File: config.mk
export PLATFORM = sky130hd
export DESIGN_NAME = id_pipe_stage
export DESIGN_NICKNAME = d
export VERILOG_FILES = /design/src/rtl/definitions_pkg.sv /design/src/rtl/id_hazard_unit.sv /design/src/rtl/inst_decode.sv /design/src/rtl/register_file.sv /design/src/rtl/id_pipe_stage.sv
export SDC_FILE = /design/constraint.sdc
export NUM_CORES = 2
export LEC_CHECK = 0
export CAP_MARGIN = 20
export CORE_MARGIN = 8
export CORE_UTILIZATION = 55
export CTS_BUF_LIST = sky130_fd_sc_hd__clkbuf_4
export CTS_CLUSTER_SIZE = 25
export DETAILED_ROUTE_END_ITERATION = 12
export PLACE_DENSITY = 0.77
export SLEW_MARGIN = 20
export SYNTH_ARGS = -nofsm -noshare
export SYNTH_HDL_FRONTEND = slang
export SYNTH_SLANG_ARGS = --single-unit
File: constraint.sdc
create_clock -name clk -period 4.63 [get_ports clk]
set_input_delay 0.6945 -clock clk [delete_from_list [all_inputs] [get_ports clk]]
set_output_delay 0.6945 -clock clk [all_outputs]
set_load 0.02 [all_outputs]
File: src/rtl/definitions_pkg.sv
`default_nettype none
// ============================================================================
// Module   : definitions_pkg
// Brief    : Shared RV32I decode types, opcodes and operand-use helper.
// Revision : 1.0
// ============================================================================
package definitions_pkg;

    typedef enum logic [3:0] {
        ALU_ADD   = 4'd0,
        ALU_SUB   = 4'd1,
        ALU_SLL   = 4'd2,
        ALU_SLT   = 4'd3,
        ALU_SLTU  = 4'd4,
        ALU_XOR   = 4'd5,
        ALU_SRL   = 4'd6,
        ALU_SRA   = 4'd7,
        ALU_OR    = 4'd8,
        ALU_AND   = 4'd9,
        ALU_PASSB = 4'd10
    } alu_e;

    typedef enum logic [2:0] {
        IMM_NONE = 3'd0,
        IMM_I    = 3'd1,
        IMM_S    = 3'd2,
        IMM_B    = 3'd3,
        IMM_J    = 3'd4,
        IMM_U    = 3'd5
    } imm_e;

    localparam logic [6:0] OPC_LUI    = 7'b0110111;
    localparam logic [6:0] OPC_AUIPC  = 7'b0010111;
    localparam logic [6:0] OPC_JAL    = 7'b1101111;
    localparam logic [6:0] OPC_JALR   = 7'b1100111;
    localparam logic [6:0] OPC_BRANCH = 7'b1100011;
    localparam logic [6:0] OPC_LOAD   = 7'b0000011;
    localparam logic [6:0] OPC_STORE  = 7'b0100011;
    localparam logic [6:0] OPC_OPIMM  = 7'b0010011;
    localparam logic [6:0] OPC_OP     = 7'b0110011;

    localparam int ID_XLEN = 32;
    localparam int ID_AW   = 5;

    // Default-width view of the decoded bundle.
    typedef struct packed {
        logic [ID_XLEN-1:0] pc;
        logic [ID_XLEN-1:0] imm;
        logic [ID_XLEN-1:0] rs1;
        logic [ID_XLEN-1:0] rs2;
        logic [ID_AW-1:0]   rd;
        alu_e               alu_sel;
    } id_bundle_t;

    // Returns {use_rs1, use_rs2}; unknown opcodes read nothing.
    function automatic logic [1:0] uses_rs(input logic [6:0] opcode);
        case (opcode)
            OPC_OP, OPC_STORE, OPC_BRANCH: uses_rs = 2'b11;
            OPC_JALR, OPC_LOAD, OPC_OPIMM: uses_rs = 2'b10;
            default:                       uses_rs = 2'b00;
        endcase
    endfunction

endpackage
`default_nettype wire

File: src/rtl/id_hazard_unit.sv
`default_nettype none
// ============================================================================
// Module   : id_hazard_unit
// Brief    : Load-use hazard detect and WB->ID write-through operand bypass.
// Revision : 1.0
// ============================================================================
module id_hazard_unit #(
    parameter int XLEN      = 32,
    parameter int AW        = 5,
    parameter int BYPASS_EN = 1
) (
    input  logic            in_valid,
    input  logic            use_rs1,
    input  logic            use_rs2,
    input  logic [AW-1:0]   rs1_addr,
    input  logic [AW-1:0]   rs2_addr,
    input  logic            ex_is_load,
    input  logic [AW-1:0]   ex_rd,
    input  logic            wb_en,
    input  logic [AW-1:0]   wb_addr,
    input  logic [XLEN-1:0] wb_data,
    input  logic [XLEN-1:0] rf_rs1,
    input  logic [XLEN-1:0] rf_rs2,
    output logic            hz,
    output logic [XLEN-1:0] op1,
    output logic [XLEN-1:0] op2
);

    assign hz = in_valid & ex_is_load & (ex_rd != '0) &
                ((use_rs1 & (rs1_addr == ex_rd)) | (use_rs2 & (rs2_addr == ex_rd)));

    generate
        if (BYPASS_EN != 0) begin : g_bypass
            assign op1 = (wb_en && (wb_addr == rs1_addr) && (rs1_addr != '0)) ? wb_data : rf_rs1;
            assign op2 = (wb_en && (wb_addr == rs2_addr) && (rs2_addr != '0)) ? wb_data : rf_rs2;
        end else begin : g_no_bypass
            logic unused_wb;
            assign unused_wb = ^{wb_en, wb_addr, wb_data};
            assign op1 = rf_rs1;
            assign op2 = rf_rs2;
        end
    endgenerate

endmodule
`default_nettype wire

File: src/rtl/inst_decode.sv
`default_nettype none
// ============================================================================
// Module   : inst_decode
// Brief    : RV32I field extraction, immediate generation and ALU select.
// Revision : 1.0
// ============================================================================
module inst_decode
    import definitions_pkg::*;
#(
    parameter int XLEN = 32
) (
    input  logic [31:0]     inst,
    output logic [4:0]      rs1,
    output logic [4:0]      rs2,
    output logic [4:0]      rd,
    output logic            use_rs1,
    output logic            use_rs2,
    output logic [XLEN-1:0] imm,
    output alu_e            alu_sel
);

    logic [6:0]  opcode;
    logic [2:0]  funct3;
    logic [31:0] imm32;
    logic        rd_wr;
    imm_e        imm_sel;

    function automatic alu_e alu_from_funct(input logic [2:0] f3, input logic alt);
        case (f3)
            3'b000:  alu_from_funct = alt ? ALU_SUB : ALU_ADD;
            3'b001:  alu_from_funct = ALU_SLL;
            3'b010:  alu_from_funct = ALU_SLT;
            3'b011:  alu_from_funct = ALU_SLTU;
            3'b100:  alu_from_funct = ALU_XOR;
            3'b101:  alu_from_funct = alt ? ALU_SRA : ALU_SRL;
            3'b110:  alu_from_funct = ALU_OR;
            default: alu_from_funct = ALU_AND;
        endcase
    endfunction

    assign opcode             = inst[6:0];
    assign funct3             = inst[14:12];
    assign rs1                = inst[19:15];
    assign rs2                = inst[24:20];
    assign {use_rs1, use_rs2} = uses_rs(opcode);

    always_comb begin
        imm_sel = IMM_NONE;
        alu_sel = ALU_ADD;
        rd_wr   = 1'b0;
        case (opcode)
            OPC_LUI:    begin imm_sel = IMM_U; alu_sel = ALU_PASSB; rd_wr = 1'b1; end
            OPC_AUIPC:  begin imm_sel = IMM_U; rd_wr = 1'b1; end
            OPC_JAL:    begin imm_sel = IMM_J; rd_wr = 1'b1; end
            OPC_JALR:   begin imm_sel = IMM_I; rd_wr = 1'b1; end
            OPC_BRANCH: begin imm_sel = IMM_B; alu_sel = ALU_SUB; end
            OPC_LOAD:   begin imm_sel = IMM_I; rd_wr = 1'b1; end
            OPC_STORE:  begin imm_sel = IMM_S; end
            // Bit 30 of an I-type only selects SRAI; for ADDI it is immediate data.
            OPC_OPIMM:  begin
                imm_sel = IMM_I;
                alu_sel = alu_from_funct(funct3, (funct3 == 3'b101) & inst[30]);
                rd_wr   = 1'b1;
            end
            OPC_OP:     begin alu_sel = alu_from_funct(funct3, inst[30]); rd_wr = 1'b1; end
            default:    ;
        endcase
    end

    always_comb begin
        case (imm_sel)
            IMM_I:   imm32 = {{20{inst[31]}}, inst[31:20]};
            IMM_S:   imm32 = {{20{inst[31]}}, inst[31:25], inst[11:7]};
            IMM_B:   imm32 = {{19{inst[31]}}, inst[31], inst[7], inst[30:25], inst[11:8], 1'b0};
            IMM_J:   imm32 = {{11{inst[31]}}, inst[31], inst[19:12], inst[20], inst[30:21], 1'b0};
            IMM_U:   imm32 = {inst[31:12], 12'b0};
            default: imm32 = '0;
        endcase
    end

    assign imm = XLEN'(signed'(imm32));
    assign rd  = rd_wr ? inst[11:7] : 5'd0;

endmodule
`default_nettype wire

File: src/rtl/register_file.sv
`default_nettype none
// ============================================================================
// Module   : register_file
// Brief    : Reset-free 2R1W register file; x0 reads zero, writes to x0 drop.
// Revision : 1.0
// ============================================================================
module register_file #(
    parameter  int XLEN  = 32,
    parameter  int NREGS = 32,
    localparam int AW    = $clog2(NREGS)
) (
    input  logic            clk,
    input  logic            we,
    input  logic [AW-1:0]   waddr,
    input  logic [XLEN-1:0] wdata,
    input  logic [AW-1:0]   raddr1,
    input  logic [AW-1:0]   raddr2,
    output logic [XLEN-1:0] rdata1,
    output logic [XLEN-1:0] rdata2
);

    logic [XLEN-1:0] mem [NREGS];

    always_ff @(posedge clk) begin
        if (we && (waddr != '0)) begin
            mem[waddr] <= wdata;
        end
    end

    assign rdata1 = (raddr1 == '0) ? '0 : mem[raddr1];
    assign rdata2 = (raddr2 == '0) ? '0 : mem[raddr2];

endmodule
`default_nettype wire

File: src/rtl/id_pipe_stage.sv
`default_nettype none
// ============================================================================
// Module   : id_pipe_stage
// Brief    : Registered decode stage with RF read, bypass, load-use stall, flush.
// Revision : 1.0
// ============================================================================
module id_pipe_stage
    import definitions_pkg::*;
#(
    parameter  int XLEN      = 32,
    parameter  int NREGS     = 32,
    parameter  int BYPASS_EN = 1,
    localparam int AW        = $clog2(NREGS)
) (
    input  logic            clk,
    input  logic            rst,
    input  logic            in_valid,
    output logic            in_ready,
    input  logic [31:0]     in_inst,
    input  logic [XLEN-1:0] in_pc,
    input  logic            wb_en,
    input  logic [AW-1:0]   wb_addr,
    input  logic [XLEN-1:0] wb_data,
    input  logic            ex_is_load,
    input  logic [AW-1:0]   ex_rd,
    input  logic            flush,
    output logic            out_valid,
    input  logic            out_ready,
    output logic [XLEN-1:0] out_pc,
    output logic [XLEN-1:0] out_imm,
    output logic [XLEN-1:0] out_rs1,
    output logic [XLEN-1:0] out_rs2,
    output logic [AW-1:0]   out_rd,
    output alu_e            out_alu_sel
);

    typedef struct packed {
        logic [XLEN-1:0] pc;
        logic [XLEN-1:0] imm;
        logic [XLEN-1:0] rs1;
        logic [XLEN-1:0] rs2;
        logic [AW-1:0]   rd;
        alu_e            alu_sel;
    } bundle_t;

    logic [4:0]      dec_rs1, dec_rs2, dec_rd;
    logic            use_rs1, use_rs2;
    logic [XLEN-1:0] dec_imm;
    alu_e            dec_alu;
    logic [XLEN-1:0] rf_rs1, rf_rs2, op1, op2;
    logic            hz, adv;
    bundle_t         bundle_q;

    inst_decode #(.XLEN(XLEN)) u_decode (
        .inst    (in_inst),
        .rs1     (dec_rs1),
        .rs2     (dec_rs2),
        .rd      (dec_rd),
        .use_rs1 (use_rs1),
        .use_rs2 (use_rs2),
        .imm     (dec_imm),
        .alu_sel (dec_alu)
    );

    register_file #(.XLEN(XLEN), .NREGS(NREGS)) u_rf (
        .clk    (clk),
        .we     (wb_en),
        .waddr  (wb_addr),
        .wdata  (wb_data),
        .raddr1 (AW'(dec_rs1)),
        .raddr2 (AW'(dec_rs2)),
        .rdata1 (rf_rs1),
        .rdata2 (rf_rs2)
    );

    id_hazard_unit #(.XLEN(XLEN), .AW(AW), .BYPASS_EN(BYPASS_EN)) u_hazard (
        .in_valid   (in_valid),
        .use_rs1    (use_rs1),
        .use_rs2    (use_rs2),
        .rs1_addr   (AW'(dec_rs1)),
        .rs2_addr   (AW'(dec_rs2)),
        .ex_is_load (ex_is_load),
        .ex_rd      (ex_rd),
        .wb_en      (wb_en),
        .wb_addr    (wb_addr),
        .wb_data    (wb_data),
        .rf_rs1     (rf_rs1),
        .rf_rs2     (rf_rs2),
        .hz         (hz),
        .op1        (op1),
        .op2        (op2)
    );

    assign adv      = ~out_valid | out_ready;
    assign in_ready = adv & ~hz & ~flush;

    // Flush beats both stall and advance; the bundle only loads on a real transfer.
    always_ff @(posedge clk or posedge rst) begin
        if (rst) begin
            out_valid <= 1'b0;
            bundle_q  <= '0;
        end else if (flush) begin
            out_valid <= 1'b0;
        end else if (adv) begin
            if (hz) begin
                out_valid <= 1'b0;
            end else begin
                out_valid <= in_valid;
                if (in_valid) begin
                    bundle_q <= '{pc: in_pc, imm: dec_imm, rs1: op1, rs2: op2,
                                  rd: AW'(dec_rd), alu_sel: dec_alu};
                end
            end
        end
    end

    assign out_pc      = bundle_q.pc;
    assign out_imm     = bundle_q.imm;
    assign out_rs1     = bundle_q.rs1;
    assign out_rs2     = bundle_q.rs2;
    assign out_rd      = bundle_q.rd;
    assign out_alu_sel = bundle_q.alu_sel;

endmodule
`default_nettype wire

==> results summary <==
The fraction of met3 tracks used by global routing is a little over 8%. Static timing analysis puts the maximum clock frequency at 271 MHz. For this run, the post-layout net count is 3452. The met1 track utilization from global routing is a little under two fifths. The critical path endpoint category is a primary output.

The total internal power came out at between 0.015 and 0.02 W. In the final routed layout, each cell accounts on average for approximately 33 um. The combinational group share of total power is between 10% and 20%. The maximum number of pins on one net before global-route repair came out at around 140.

Across the VDD grid, the largest voltage drop is roughly 0.25 mV. Once routing completed, OpenROAD measured the worst setup slack at 0.942 ns. The max-slew violation count came to 0. The maximum level of the CTS H-tree is 5. The routed wire length is about 160 mm. The count of flip-flops with a built-in enable after synthesis came out at 1024. The total die area came out at roughly 110000 um2. The worst path needs around 3.7 ns of the cycle, external delays included.

The buffer levels on the longest clock path came out at 4. The congestion estimate from routability-driven global placement came to 0.865. The number of rows created at floorplan came out at approximately 110.

For the pin with the worst max-slew slack, the measured transition is about 1.2 ns. The launching element type of the critical path is an input port. The initial core utilization came out at 55.3%.

The total number of vias came out at ~34000. The clock latency at the later pin of the worst-skew pair is 1.17 ns. The unique cell type count in the Yosys netlist came out at a little under 60. The clock drives 1162 sinks. Registers are responsible for 51.1% of the overall power. Measured in cells, the most critical reg-to-reg path has a length of 5. The run finished with clean final reports. The vias per cell is approximately 7. The total power of the final layout is 0.0234 W.

The synthesized design devotes to its leading area cell type approximately 58% of total area. The area growth from synthesis to layout is 15.6%. The number of ports placed on the die boundary is 252. The final cell area excluding filler cells is slightly above 60000 um2. The number of antenna violations at the first check in global routing was 9. Net switching is between 20% and 30% of the power.

The number of instances on the worst hold path came out at 1. The switching power total is between 0.005 and 0.006 W. The share of synthesized registers carrying an async set or reset is a little under an eighth. The share of the yosys chip area belonging to registers came out at 64.2%. Setup repair after global routing left no endpoint under its margin. The floorplan step set the die height to approximately 330 um.

Of all nets on the critical path, the largest fanout is 3. The power density over the cells is 380 nW/um2. The first global-routing pass estimated roughly 230 mm of wire.

The cell count after synthesis came out at between 2000 and 3000. The total placed instance area is 57800 um2. The clock tree skew after final layout came out at about 0.08 ns. The largest total area in the synthesized netlist belongs to edfxtp_1. Global routing used between 20% and 30% of the available tracks. The ratio of cells with drive above 1 in the final layout is 34.4%. Summed over all failing endpoints, the final setup total negative slack is 0 ns. The total congestion overflow after global routing came out at 0. Yosys attributes the largest share of cell area to edfxtp_1 58%, mux4_2 19%, dfrtp_1 6.5%. For this run, the leading register cell type out of synthesis is edfxtp_1.

The startpoint-to-endpoint class of the critical path is in2out. Data on the critical path is required at its endpoint by just under 4 ns. The cell leakage power came out at approximately 21 nW. The pre-CTS setup slack is 0.611 ns. The yosys synthesis warning count came out at 0. The detailed-router iteration count before antenna repair is 6. The detailed router's first-iteration violation count is 4390. The met2 layer usage reported by global route is between 40 and 50%. The clock input transition at the sequential cells of the worst setup and hold paths is around 0.07 ns. The relative slew slack is approximately 18%. Max-cap violations in this run came to 0. TritonCTS created between 300 and 400 clock buffers. The count of state elements after synthesis is between 1000 and 1500. The commonest cells after synthesis are 1024 x edfxtp_1, 460 x mux4_2, 159 x a22oi_1. The part of the cycle the worst path needs is around 80%. The min-delay analysis places its worst path in the category in2reg. The HPWL reported at the end of detailed placement came out at between 80 and 90 mm.

The root buffer cell is clkbuf_4. The total of buffers placed on input and output ports is ~250. TritonCTS built the clock tree.

The core area came out at approximately 96000 um2. Yosys instantiated no cell more often than edfxtp_1. The post-synthesis cell area came out at around 53000 um2. The share of total power dissipated in the clock network is between 30% and 40%. The global routing's busiest layer is met2. The number of DRC violations after detailed routing came out at 0.

The count of nets left with antenna violations after detail routing came out at 0. Once the clock tree was built, the resizer swapped 0 gates to a different size. The arrival time reported for the critical path endpoint came out at 2.99 ns.

The final-report setup violation count is 0. The final hold violation count is 0. The per-instance average area after synthesis came out at 18.6 um2. The number of global-route vias before repair is 35524. The die is approximately 330 um wide.
==> layout by cell type (no fill, tap or decap), drive strengths merged, types with 57 or more instances in the layout <==
cell	instances
mux2i	113
mux2	133
a21oi	90
clkbuf	449
a22oi	159
nand2	65
clkdlybuf4s50	233
clkinv	68
dfrtp	138
edfxtp	1024
a211oi	57
mux4	460
buf	134
==> layer usage <==
layer | share of wire [%] | wire (um) | vias up
met3 | 12 | 19900 | 551
met2 | 48 | 76600 | 2699
met1 | 34 | 54200 | 17315
met5 | 0.015 | 24 | -
met4 | 5.6 | 8900 | 4
li1 | - | - | 13320
==> flip-flops by register name, summed over array words and instances (netlist names) <==
| register | flops |
|---|---|
| out_alu_sel | 4 |
| out_imm | 32 |
| out_pc | 32 |
| out_rd | 5 |
| out_rs1 | 32 |
| out_rs2 | 32 |
| out_valid | 1 |
| u_rf.mem | 1024 |
==> worst paths after layout <==
kind	from	to	slack, ns
max	ex_rd[4]	in_ready	0.94
min	wb_data[8]	u_rf.mem[24][8]$_DFFE_PP_	0.04
max reg2reg	out_valid$_DFFE_PP0P_	out_rs1[15]$_DFFE_PP0P_	2.50
min reg2reg	out_pc[0]$_DFFE_PP0P_	out_pc[0]$_DFFE_PP0P_	0.49
max in group asynchronous	rst	out_pc[2]$_DFFE_PP0P_	3.06
min in group asynchronous	rst	out_pc[28]$_DFFE_PP0P_	0.62
==> power by group through the flow <==
stage               Sequential [W]  Clock (W)  Combinational (W)
finish                      0.0120    0.00879            0.00269
global route                0.0120    0.00947            0.00282
CTS                         0.0120    0.00891            0.00268
detailed placement          0.0122          0            0.00267
global placement            0.0122          0            0.00262
floorplan                   0.0123          0            0.00133
==> cell families after synthesis <==
logic type	after synthesis	synth area share [%]
flops	1162	64.2
xor+xnor	20	0.329
compound gates	494	6.51
mux	706	24.4
buf+inv	238	2.17
simple gates	246	2.39
other cells	1	0.00704
==> critical path, stage by stage <==
cell and delay [ns]:
clkdlybuf4s50_1 0.51, xor2_1 0.18, nor4_1 0.31, nand4_1 0.21, a211oi_4 0.43, nor3b_1 0.10, clkdlybuf4s50_1 0.56
==> per-stage QoR <==
stage	instances	util [%]	hold WS, ns
6_report	4839	64.0	0.0449
2_1_floorplan	2898	-	0.609
3_3_place_gp	4303	60.0	0.469
4_1_cts	4831	64.0	0.0343
5_1_grt	4837	64.0	0.00446
3_5_place_dp	4303	60.0	0.476
==> final cells by class <==
| cell class | count | area [um2] |
|---|---|---|
| tap | 1276 | 1600 |
| antenna | 5 | 12.5 |
| timing repair buffer | 368 | 3640 |
| inverter | 3 | 17.5 |
| fill | 6648 | 34700 |
| clock inverter | 78 | 413 |
| multi-input combinational | 1498 | 18300 |
| sequential | 1162 | 34200 |
| clock buffer | 449 | 3370 |
==> repair_timing <==
item,in CTS,in global routing
hold endpoints to repair,3,0
hold buffers,1,0
buffers inserted,0,0
Power figures use the tool's default switching activity.
